### src/rtl/ngy_grid_scanout_pkg.sv
// Shared constants and types for the grid bitmap scan-out path.
// Default geometry is 320x240 active out of a 400x262 raster.
package ngy_grid_scanout_pkg;

  localparam int unsigned H_ACTIVE   = 320;
  localparam int unsigned V_ACTIVE   = 240;
  localparam int unsigned H_FP_DEF   = 10;
  localparam int unsigned H_SYNC_DEF = 10;
  localparam int unsigned H_BP_DEF   = 60;
  localparam int unsigned V_FP_DEF   = 2;
  localparam int unsigned V_SYNC_DEF = 2;
  localparam int unsigned V_BP_DEF   = 18;
  localparam int unsigned H_TOTAL    = H_ACTIVE + H_FP_DEF + H_SYNC_DEF + H_BP_DEF;
  localparam int unsigned V_TOTAL    = V_ACTIVE + V_FP_DEF + V_SYNC_DEF + V_BP_DEF;

  // Wide enough for either raster counter at the default geometry.
  localparam int unsigned CNT_W = 10;

  localparam logic [23:0] FG_RGB_DEF = 24'h00FF00;
  localparam logic [23:0] BG_RGB_DEF = 24'h000000;
  localparam logic [23:0] GRID_RGB   = 24'h202020;

  typedef struct packed {
    logic de;
    logic hs;
    logic vs;
  } sync_t;

  function automatic logic in_window(logic [CNT_W-1:0] cnt, int unsigned lo, int unsigned len);
    return (32'(cnt) >= lo) && (32'(cnt) < lo + len);
  endfunction

endpackage

### src/rtl/ngy_grid_scanout_if.sv
// Video output bundle of the grid scan-out: pixel strobe, colour, sync and frame marker.
interface ngy_grid_scanout_if;

  logic        pix_ce;
  logic [23:0] video_rgb;
  logic        video_de;
  logic        video_hs;
  logic        video_vs;
  logic        frame_done;

  modport master (
    output pix_ce,
    output video_rgb,
    output video_de,
    output video_hs,
    output video_vs,
    output frame_done
  );

  modport slave (
    input pix_ce,
    input video_rgb,
    input video_de,
    input video_hs,
    input video_vs,
    input frame_done
  );

endinterface

### src/rtl/ngy_grid_scanout_timing.sv
// Raster timing: pixel divider, h/v counters, raw de/hs/vs and the vblank snapshot strobe.
module ngy_grid_scanout_timing
  import ngy_grid_scanout_pkg::*;
#(
  parameter int unsigned PIX_DIV = 12,
  parameter int unsigned H_ACT   = H_ACTIVE,
  parameter int unsigned H_FP    = H_FP_DEF,
  parameter int unsigned H_SYNC  = H_SYNC_DEF,
  parameter int unsigned H_BP    = H_BP_DEF,
  parameter int unsigned V_ACT   = V_ACTIVE,
  parameter int unsigned V_FP    = V_FP_DEF,
  parameter int unsigned V_SYNC  = V_SYNC_DEF,
  parameter int unsigned V_BP    = V_BP_DEF
) (
  input  logic             clk_74a,
  input  logic             reset_n,
  output logic             pix_ce,
  output logic [CNT_W-1:0] hcnt,
  output logic [CNT_W-1:0] vcnt,
  output sync_t            sync,
  output logic             snap
);

  localparam int unsigned H_TOT = H_ACT + H_FP + H_SYNC + H_BP;
  localparam int unsigned V_TOT = V_ACT + V_FP + V_SYNC + V_BP;
  localparam int unsigned DIV_W = (PIX_DIV > 1) ? $clog2(PIX_DIV) : 1;

  logic [DIV_W-1:0] div_q;
  logic [CNT_W-1:0] hcnt_q;
  logic [CNT_W-1:0] vcnt_q;

  assign pix_ce = (div_q == DIV_W'(PIX_DIV - 1));

  always_ff @(posedge clk_74a) begin
    if (!reset_n) begin
      div_q  <= '0;
      hcnt_q <= '0;
      vcnt_q <= '0;
    end else begin
      div_q <= pix_ce ? '0 : div_q + 1'b1;
      if (pix_ce) begin
        if (hcnt_q == CNT_W'(H_TOT - 1)) begin
          hcnt_q <= '0;
          vcnt_q <= (vcnt_q == CNT_W'(V_TOT - 1)) ? '0 : vcnt_q + 1'b1;
        end else begin
          hcnt_q <= hcnt_q + 1'b1;
        end
      end
    end
  end

  assign hcnt    = hcnt_q;
  assign vcnt    = vcnt_q;
  assign sync.de = (32'(hcnt_q) < H_ACT) && (32'(vcnt_q) < V_ACT);
  assign sync.hs = in_window(hcnt_q, H_ACT + H_FP, H_SYNC);
  assign sync.vs = in_window(vcnt_q, V_ACT + V_FP, V_SYNC);

  // First blanking pixel of the frame: the bitmap is not being read here.
  assign snap = pix_ce && (hcnt_q == '0) && (vcnt_q == CNT_W'(V_ACT));

endmodule

### src/rtl/ngy_grid_scanout.sv
// Grid bitmap scan-out: snapshots grid_ram at vblank and expands each cell into a pixel square.
// Optional NGY_GRID_LINES_EN draws grey grid lines on the top/left edge of clear cells.
module ngy_grid_scanout
  import ngy_grid_scanout_pkg::*;
#(
  parameter int unsigned GRID_ROWS  = 30,
  parameter int unsigned GRID_COLS  = 40,
  parameter int unsigned RAM_LENGTH = 1200,
  parameter int unsigned CELL_LOG2  = 3,
  parameter int unsigned PIX_DIV    = 12,
  parameter int unsigned H_FP       = H_FP_DEF,
  parameter int unsigned H_SYNC     = H_SYNC_DEF,
  parameter int unsigned H_BP       = H_BP_DEF,
  parameter int unsigned V_FP       = V_FP_DEF,
  parameter int unsigned V_SYNC     = V_SYNC_DEF,
  parameter int unsigned V_BP       = V_BP_DEF,
  parameter logic [23:0] FG_RGB     = FG_RGB_DEF,
  parameter logic [23:0] BG_RGB     = BG_RGB_DEF
) (
  input  logic                  clk_74a,
  input  logic                  reset_n,
  input  logic [0:RAM_LENGTH-1] grid_ram,
  ngy_grid_scanout_if.master    video
);

  localparam int unsigned H_ACT = GRID_COLS << CELL_LOG2;
  localparam int unsigned V_ACT = GRID_ROWS << CELL_LOG2;
  localparam int unsigned IDX_W = $clog2(RAM_LENGTH);

  logic                  pix_ce;
  logic                  snap;
  logic [CNT_W-1:0]      hcnt;
  logic [CNT_W-1:0]      vcnt;
  sync_t                 sync_raw;
  sync_t                 sync_s1_q;
  sync_t                 sync_s2_q;
  logic [0:RAM_LENGTH-1] shadow_q;
  logic [IDX_W-1:0]      idx_q;
  logic [23:0]           rgb_d;
  logic [23:0]           rgb_q;

  ngy_grid_scanout_timing #(
    .PIX_DIV (PIX_DIV),
    .H_ACT   (H_ACT),
    .H_FP    (H_FP),
    .H_SYNC  (H_SYNC),
    .H_BP    (H_BP),
    .V_ACT   (V_ACT),
    .V_FP    (V_FP),
    .V_SYNC  (V_SYNC),
    .V_BP    (V_BP)
  ) u_timing (
    .clk_74a (clk_74a),
    .reset_n (reset_n),
    .pix_ce  (pix_ce),
    .hcnt    (hcnt),
    .vcnt    (vcnt),
    .sync    (sync_raw),
    .snap    (snap)
  );

  always_ff @(posedge clk_74a) begin
    if (!reset_n) begin
      shadow_q <= '0;
    end else if (snap) begin
      shadow_q <= grid_ram;
    end
  end

`ifdef NGY_GRID_LINES_EN
  localparam int unsigned CELL_MASK = (1 << CELL_LOG2) - 1;
  logic line_s1_q;

  always_ff @(posedge clk_74a) begin
    if (!reset_n) begin
      line_s1_q <= 1'b0;
    end else if (pix_ce) begin
      line_s1_q <= ((32'(hcnt) & CELL_MASK) == 0) || ((32'(vcnt) & CELL_MASK) == 0);
    end
  end
`endif

  // S2 colour lookup; blanking always forces black regardless of the bitmap.
  always_comb begin
    rgb_d = '0;
    if (sync_s1_q.de) begin
      if (shadow_q[idx_q]) begin
        rgb_d = FG_RGB;
`ifdef NGY_GRID_LINES_EN
      end else if (line_s1_q) begin
        rgb_d = GRID_RGB;
`endif
      end else begin
        rgb_d = BG_RGB;
      end
    end
  end

  always_ff @(posedge clk_74a) begin
    if (!reset_n) begin
      idx_q     <= '0;
      sync_s1_q <= '0;
      sync_s2_q <= '0;
      rgb_q     <= '0;
    end else if (pix_ce) begin
      idx_q     <= IDX_W'(((32'(vcnt) >> CELL_LOG2) * GRID_COLS) + (32'(hcnt) >> CELL_LOG2));
      sync_s1_q <= sync_raw;
      sync_s2_q <= sync_s1_q;
      rgb_q     <= rgb_d;
    end
  end

  assign video.pix_ce     = pix_ce;
  assign video.video_rgb  = rgb_q;
  assign video.video_de   = sync_s2_q.de;
  assign video.video_hs   = sync_s2_q.hs;
  assign video.video_vs   = sync_s2_q.vs;
  assign video.frame_done = snap;

endmodule
### src/flat_wrapper.sv
// flat-port wrapper written by rule: the top's interface ports become plain ports
module ngy_grid_scanout_flat import ngy_grid_scanout_pkg::*;
#(
  parameter int unsigned GRID_ROWS  = 30,
  parameter int unsigned GRID_COLS  = 40,
  parameter int unsigned RAM_LENGTH = 1200,
  parameter int unsigned CELL_LOG2  = 3,
  parameter int unsigned PIX_DIV    = 12,
  parameter int unsigned H_FP       = H_FP_DEF,
  parameter int unsigned H_SYNC     = H_SYNC_DEF,
  parameter int unsigned H_BP       = H_BP_DEF,
  parameter int unsigned V_FP       = V_FP_DEF,
  parameter int unsigned V_SYNC     = V_SYNC_DEF,
  parameter int unsigned V_BP       = V_BP_DEF,
  parameter logic [23:0] FG_RGB     = FG_RGB_DEF,
  parameter logic [23:0] BG_RGB     = BG_RGB_DEF
)
  (clk_74a, reset_n, grid_ram, video_pix_ce, video_video_rgb, video_video_de, video_video_hs, video_video_vs, video_frame_done);
  ngy_grid_scanout_if video_i ();
  input  logic clk_74a;
  input  logic reset_n;
  input  logic [0:RAM_LENGTH-1] grid_ram;
  output wire logic [$bits(video_i.pix_ce)-1:0] video_pix_ce;
  output wire logic [$bits(video_i.video_rgb)-1:0] video_video_rgb;
  output wire logic [$bits(video_i.video_de)-1:0] video_video_de;
  output wire logic [$bits(video_i.video_hs)-1:0] video_video_hs;
  output wire logic [$bits(video_i.video_vs)-1:0] video_video_vs;
  output wire logic [$bits(video_i.frame_done)-1:0] video_frame_done;
  assign video_pix_ce = video_i.pix_ce;
  assign video_video_rgb = video_i.video_rgb;
  assign video_video_de = video_i.video_de;
  assign video_video_hs = video_i.video_hs;
  assign video_video_vs = video_i.video_vs;
  assign video_frame_done = video_i.frame_done;
  ngy_grid_scanout #(.GRID_ROWS(GRID_ROWS), .GRID_COLS(GRID_COLS), .RAM_LENGTH(RAM_LENGTH), .CELL_LOG2(CELL_LOG2), .PIX_DIV(PIX_DIV), .H_FP(H_FP), .H_SYNC(H_SYNC), .H_BP(H_BP), .V_FP(V_FP), .V_SYNC(V_SYNC), .V_BP(V_BP), .FG_RGB(FG_RGB), .BG_RGB(BG_RGB)) u_core (.clk_74a(clk_74a), .reset_n(reset_n), .grid_ram(grid_ram), .video(video_i));
endmodule
### config.mk
export PLATFORM = sky130hd
export DESIGN_NAME = ngy_grid_scanout_flat
export DESIGN_NICKNAME = d
export VERILOG_FILES = /design/src/rtl/ngy_grid_scanout_pkg.sv /design/src/rtl/ngy_grid_scanout_if.sv /design/src/rtl/ngy_grid_scanout_timing.sv /design/src/rtl/ngy_grid_scanout.sv /design/src/flat_wrapper.sv
export SDC_FILE = /design/constraint.sdc
export NUM_CORES = 2
export LEC_CHECK = 0
export ABC_AREA = 1
export ABC_CLOCK_PERIOD_IN_PS = 2200
export CORE_ASPECT_RATIO = 0.8
export CORE_MARGIN = 8
export CORE_UTILIZATION = 25
export CTS_CLUSTER_SIZE = 10
export DETAILED_ROUTE_END_ITERATION = 16
export SKIP_CTS_REPAIR_TIMING = 1
export SYNTH_ARGS = -nofsm -noshare
export SYNTH_HDL_FRONTEND = slang
export SYNTH_SLANG_ARGS = --single-unit
### constraint.sdc
create_clock -name clk_74a -period 2.2 [get_ports clk_74a]
set_clock_uncertainty 0.2 [all_clocks]
set_input_delay 0.22 -clock clk_74a [delete_from_list [all_inputs] [get_ports clk_74a]]
set_output_delay 0.22 -clock clk_74a [all_outputs]
set_load 0.1 [all_outputs]
==> impl_table.tex <==
\begin{tabular}{lr}
\hline
Metric & Value \\
\hline
\multicolumn{2}{l}{\textbf{Timing}} \\
\quad Final number of setup-violating endpoints & 1181 \\
\quad Normalized max-slew margin & 52.5\% \\
\quad Max-slew violation count & 0 \\
\quad Crit path time final & 2840 ps \\
\quad Final Hold Violating Endpoints & 2 \\
\quad Maximum clock frequency & 352 MHz \\
\quad Crit share post-route & 129\% \\
\quad Setup ws final & -641 ps \\
\quad RSZ-0062 raised after global routing & yes \\
\quad Smallest hold slack & -8.62 ps \\
\quad Transition time at the pin with the least slew margin & 703 ps \\
\multicolumn{2}{l}{\textbf{Finish}} \\
\quad Post-route non-filler standard cell count & 13.7k \\
\quad Final core utilization & 42.5\% \\
\quad Most common cell after layout, fill and taps aside & nor2\_1 \\
\quad Commonest cells after routing, fill and taps aside & nor2\_1 (1702), dfxtp\_1 (1230), clkdlybuf4s50\_1 (1200), nand2\_1 (1136), dlygate4sd3\_1 (967) \\
\quad Share of cells above drive strength 1 & 12.3\% \\
\quad Number of nets in the final layout & 11.9k \\
\quad Post-synthesis to final-layout area growth & 68.8\% \\
\multicolumn{2}{l}{\textbf{Routing}} \\
\quad Top metal layer carrying routed signals & met5 \\
\quad Routed vias & 66.9k \\
\quad Number of nets with antenna violations after detailed routing & 0 \\
\quad Met2 Routed Length & 137 mm \\
\quad Met1 Routed Length & 118 mm \\
\quad Post-route DRC & 0 \\
\quad Routed met3 length & 21.0 mm \\
\quad Iteration-0 DRC count of the detailed router & 6166 \\
\quad Average vias per placed instance & 4.88 \\
\quad Number of iterations in the first detailed-routing pass & 6 \\
\quad Wire length reported by the detailed router & 293 mm \\
\quad WL per Instance & 21.3 um \\
\multicolumn{2}{l}{\textbf{Clock network}} \\
\quad Number of clock buffers inserted by TritonCTS & 152 \\
\quad Number of sinks handled by clock tree synthesis & 1242 \\
\quad Root Driver & clkbuf\_16 \\
\quad Clock latency at the later pin of the worst-skew pair & 770 ps \\
\quad Clock tree from TritonCTS & yes \\
\quad Worst-path clk slew & 60 ps \\
\quad Bufs on Longest Clock Path & 3 \\
\quad Number of H-tree levels & 4 \\
\multicolumn{2}{l}{\textbf{Critical path}} \\
\quad Critical path's slowest cell & dfxtp\_2 \\
\quad Critical path arrival & 2420 ps \\
\quad Maximum fanout encountered on the critical timing path & 8 \\
\quad Delay contributed by the slowest stage of the critical path & 350 ps \\
\quad Start-to-end type of the worst setup path & flip-flop to output pin \\
\quad Most frequent cell on the critical path & buf\_12 \\
\quad CP Launch Type & flip-flop \\
\quad Data required, critical path & 1780 ps \\
\quad Endpoint kind of the worst setup timing path & output pin \\
\quad Cell-by-cell listing of the critical path & ha\_4, inv\_2, nor2\_2, inv\_2, nor2\_4, inv\_4, nor2\_4, nand2\_8, buf\_12, clkinv\_16, buf\_12, buf\_12 \\
\multicolumn{2}{l}{\textbf{Worst hold path}} \\
\quad Classification of the worst-slack hold path & primary input to flip-flop \\
\multicolumn{2}{l}{\textbf{Logic synthesis}} \\
\quad Average cell area after synthesis & 6.87 um\^{}2 \\
\quad Fraction of synthesized cell area taken by the top area cell type & 44.7\% \\
\quad Number of warnings printed during yosys synthesis & 0 \\
\quad Register bit total from synthesis & 1242 \\
\quad Synth Instances & 8092 \\
\quad Post-synth cell types & 43 \\
\quad Sequential element share of the synthesized area & 44.7\% \\
\quad Synth top area cells & dfxtp\_1 (45\%), o21ai\_0 (12\%), nor2\_1 (12\%) \\
\quad Leading area contributor after synthesis & dfxtp\_1 \\
\quad Mapped Area & 0.0556 mm\^{}2 \\
\multicolumn{2}{l}{\textbf{Global routing}} \\
\quad GRT Util Overall & 21.1\% \\
\quad Vias in the first global route & 58.7k \\
\quad Wire length of the first global-routing pass & 380 mm \\
\quad Antenna violations before repair & 67 \\
\quad Overflow left after global routing & 0 \\
\quad Maximum number of pins on one net before global-route repair & 99 \\
\multicolumn{2}{l}{\textbf{Floorplanning}} \\
\quad Effective utilization at floorplan & 25.2\% \\
\quad Die Outline Area & 0.238 mm\^{}2 \\
\quad Y dimension of the die & 438 um \\
\quad Core Box Area & 0.221 mm\^{}2 \\
\quad Overall die width & 543 um \\
\quad Number of core rows & 154 \\
\quad Number of I/O pins & 1231 \\
\multicolumn{2}{l}{\textbf{Power}} \\
\quad Worst voltage drop across the vdd grid & 0.513 mV \\
\quad Design Power & 52.1 mW \\
\quad Leakage power figure & 35.2 nW \\
\quad Power per standard cell area & 555 mW/mm\^{}2 \\
\multicolumn{2}{l}{\textbf{Job}} \\
\quad Max-cap violations & 0 \\
\multicolumn{2}{l}{\textbf{Placement}} \\
\quad DPL Wire Length & 208 mm \\
\quad DP Worst Slack & -1040 ps \\
\quad Number of I/O port buffers & 1214 \\
\quad \# placed instances & 12.4k \\
\quad Global placer's final weighted congestion & 0.932 \\
\multicolumn{2}{l}{\textbf{Outcome}} \\
\quad Result of the run & finished, violations left \\
\quad Failing checks & hold timing, setup timing \\
\hline
\end{tabular}
## cell usage after synthesis
library cell,number
nor4_4,1
dfxtp_1,1242
o21ai_0,1313
buf_2,240
a211oi_1,2
buf_4,43
clkinv_1,5
o21a_1,1
clkbuf_1,324
nor2_4,2
buf_1,30
xnor2_1,3
inv_1,434
a21oi_1,520
nor2_1,1718
a22o_1,1
inv_4,2
nor3_1,10
inv_2,7
nand4_1,7
fa_1,2
xor2_1,6
nor3b_1,1
buf_12,1
a21oi_2,1
o21ai_1,21
nand3_1,797
nor3_4,1
nor4_1,3
o22ai_1,11
o2111ai_1,1
o211ai_1,113
nor2_2,1
ha_1,19
a41oi_1,1
o221ai_1,1
conb_1,1
a31oi_1,1
nand2_1,1154
buf_8,3
buf_6,41
o31ai_1,6
o41ai_1,1
## worst max-delay path, delay by kind of cell (launching register included)
kind          cells  cell delay, ps
flops             1             350
fa+ha+maj         1             130
buf+inv           7             670
simple gates      4             460
## layer usage
layer	vias to the layer above	GRT usage (%)
li1	31600	-
met3	812	3.71
met1	31400	26.5
met4	6	10.2
met2	3101	34.9
met5	-	0
## registers in the layout, summed over array words and instances (netlist names)
name                    flops
u_core.idx_q               11
u_core.u_timing.hcnt       10
u_core.video.video_hs       1
u_core.sync_s1_q            3
u_core.video.video_de       1
u_core.u_timing.vcnt       10
u_core.video.video_vs       1
u_core.u_timing.div_q       4
u_core.shadow_q          1200
u_core.video.video_rgb      1
## path summary, 6_finish.rpt
kind / start / to / slack (ps) / cells past startpoint
max: u_core.u_timing.div_q[1] / video_frame_done / -640 / 12
min reg2reg: u_core.shadow_q[316] / u_core.shadow_q[316] / 240 / 2
min: grid_ram[657] / u_core.shadow_q[657] / -9 / 4
max reg2reg: u_core.idx_q[0] / u_core.video.video_rgb[14] / -620 / 21
## cells by family after synthesis
logic type | share of synthesized area (%)
AO/OA/AOI/OAI | 18.6
XOR/XNOR | 0.142
adder cells (fa/ha/maj) | 0.500
buffers and inverters | 9.12
flip-flops | 44.7
other | 0.00675
AND/OR/NAND/NOR | 26.9
## layout make-up
cell class | count | area [um^2]
flip-flops and latches | 1242 | 24900
clock inverters | 27 | 484
clock buffers | 185 | 4100
inverters | 448 | 1760
diodes | 50 | 125
well taps | 2964 | 3710
repair buffers | 3073 | 31900
fillers | 21300 | 127000
multi-input cells | 5735 | 26900
## power breakdown
part | internal (mW) | switching [mW]
Sequential | 22.5 | 0.00464
Combinational | 3.58 | 2.14
Clock | 13.6 | 10.3
## through the flow
stage | cell area, um^2 | hold WS [ps] | TNS (ps)
2_1_floorplan | 56100 | 165 | -374150
3_3_place_gp | 75700 | 230 | -232960
3_5_place_dp | 75700 | 231 | -254320
4_1_cts | 80300 | -318 | -295080
5_1_grt | 93800 | -31.7 | -477940
6_report | 93800 | -8.62 | -359680
(Power assumes the default switching activity.)
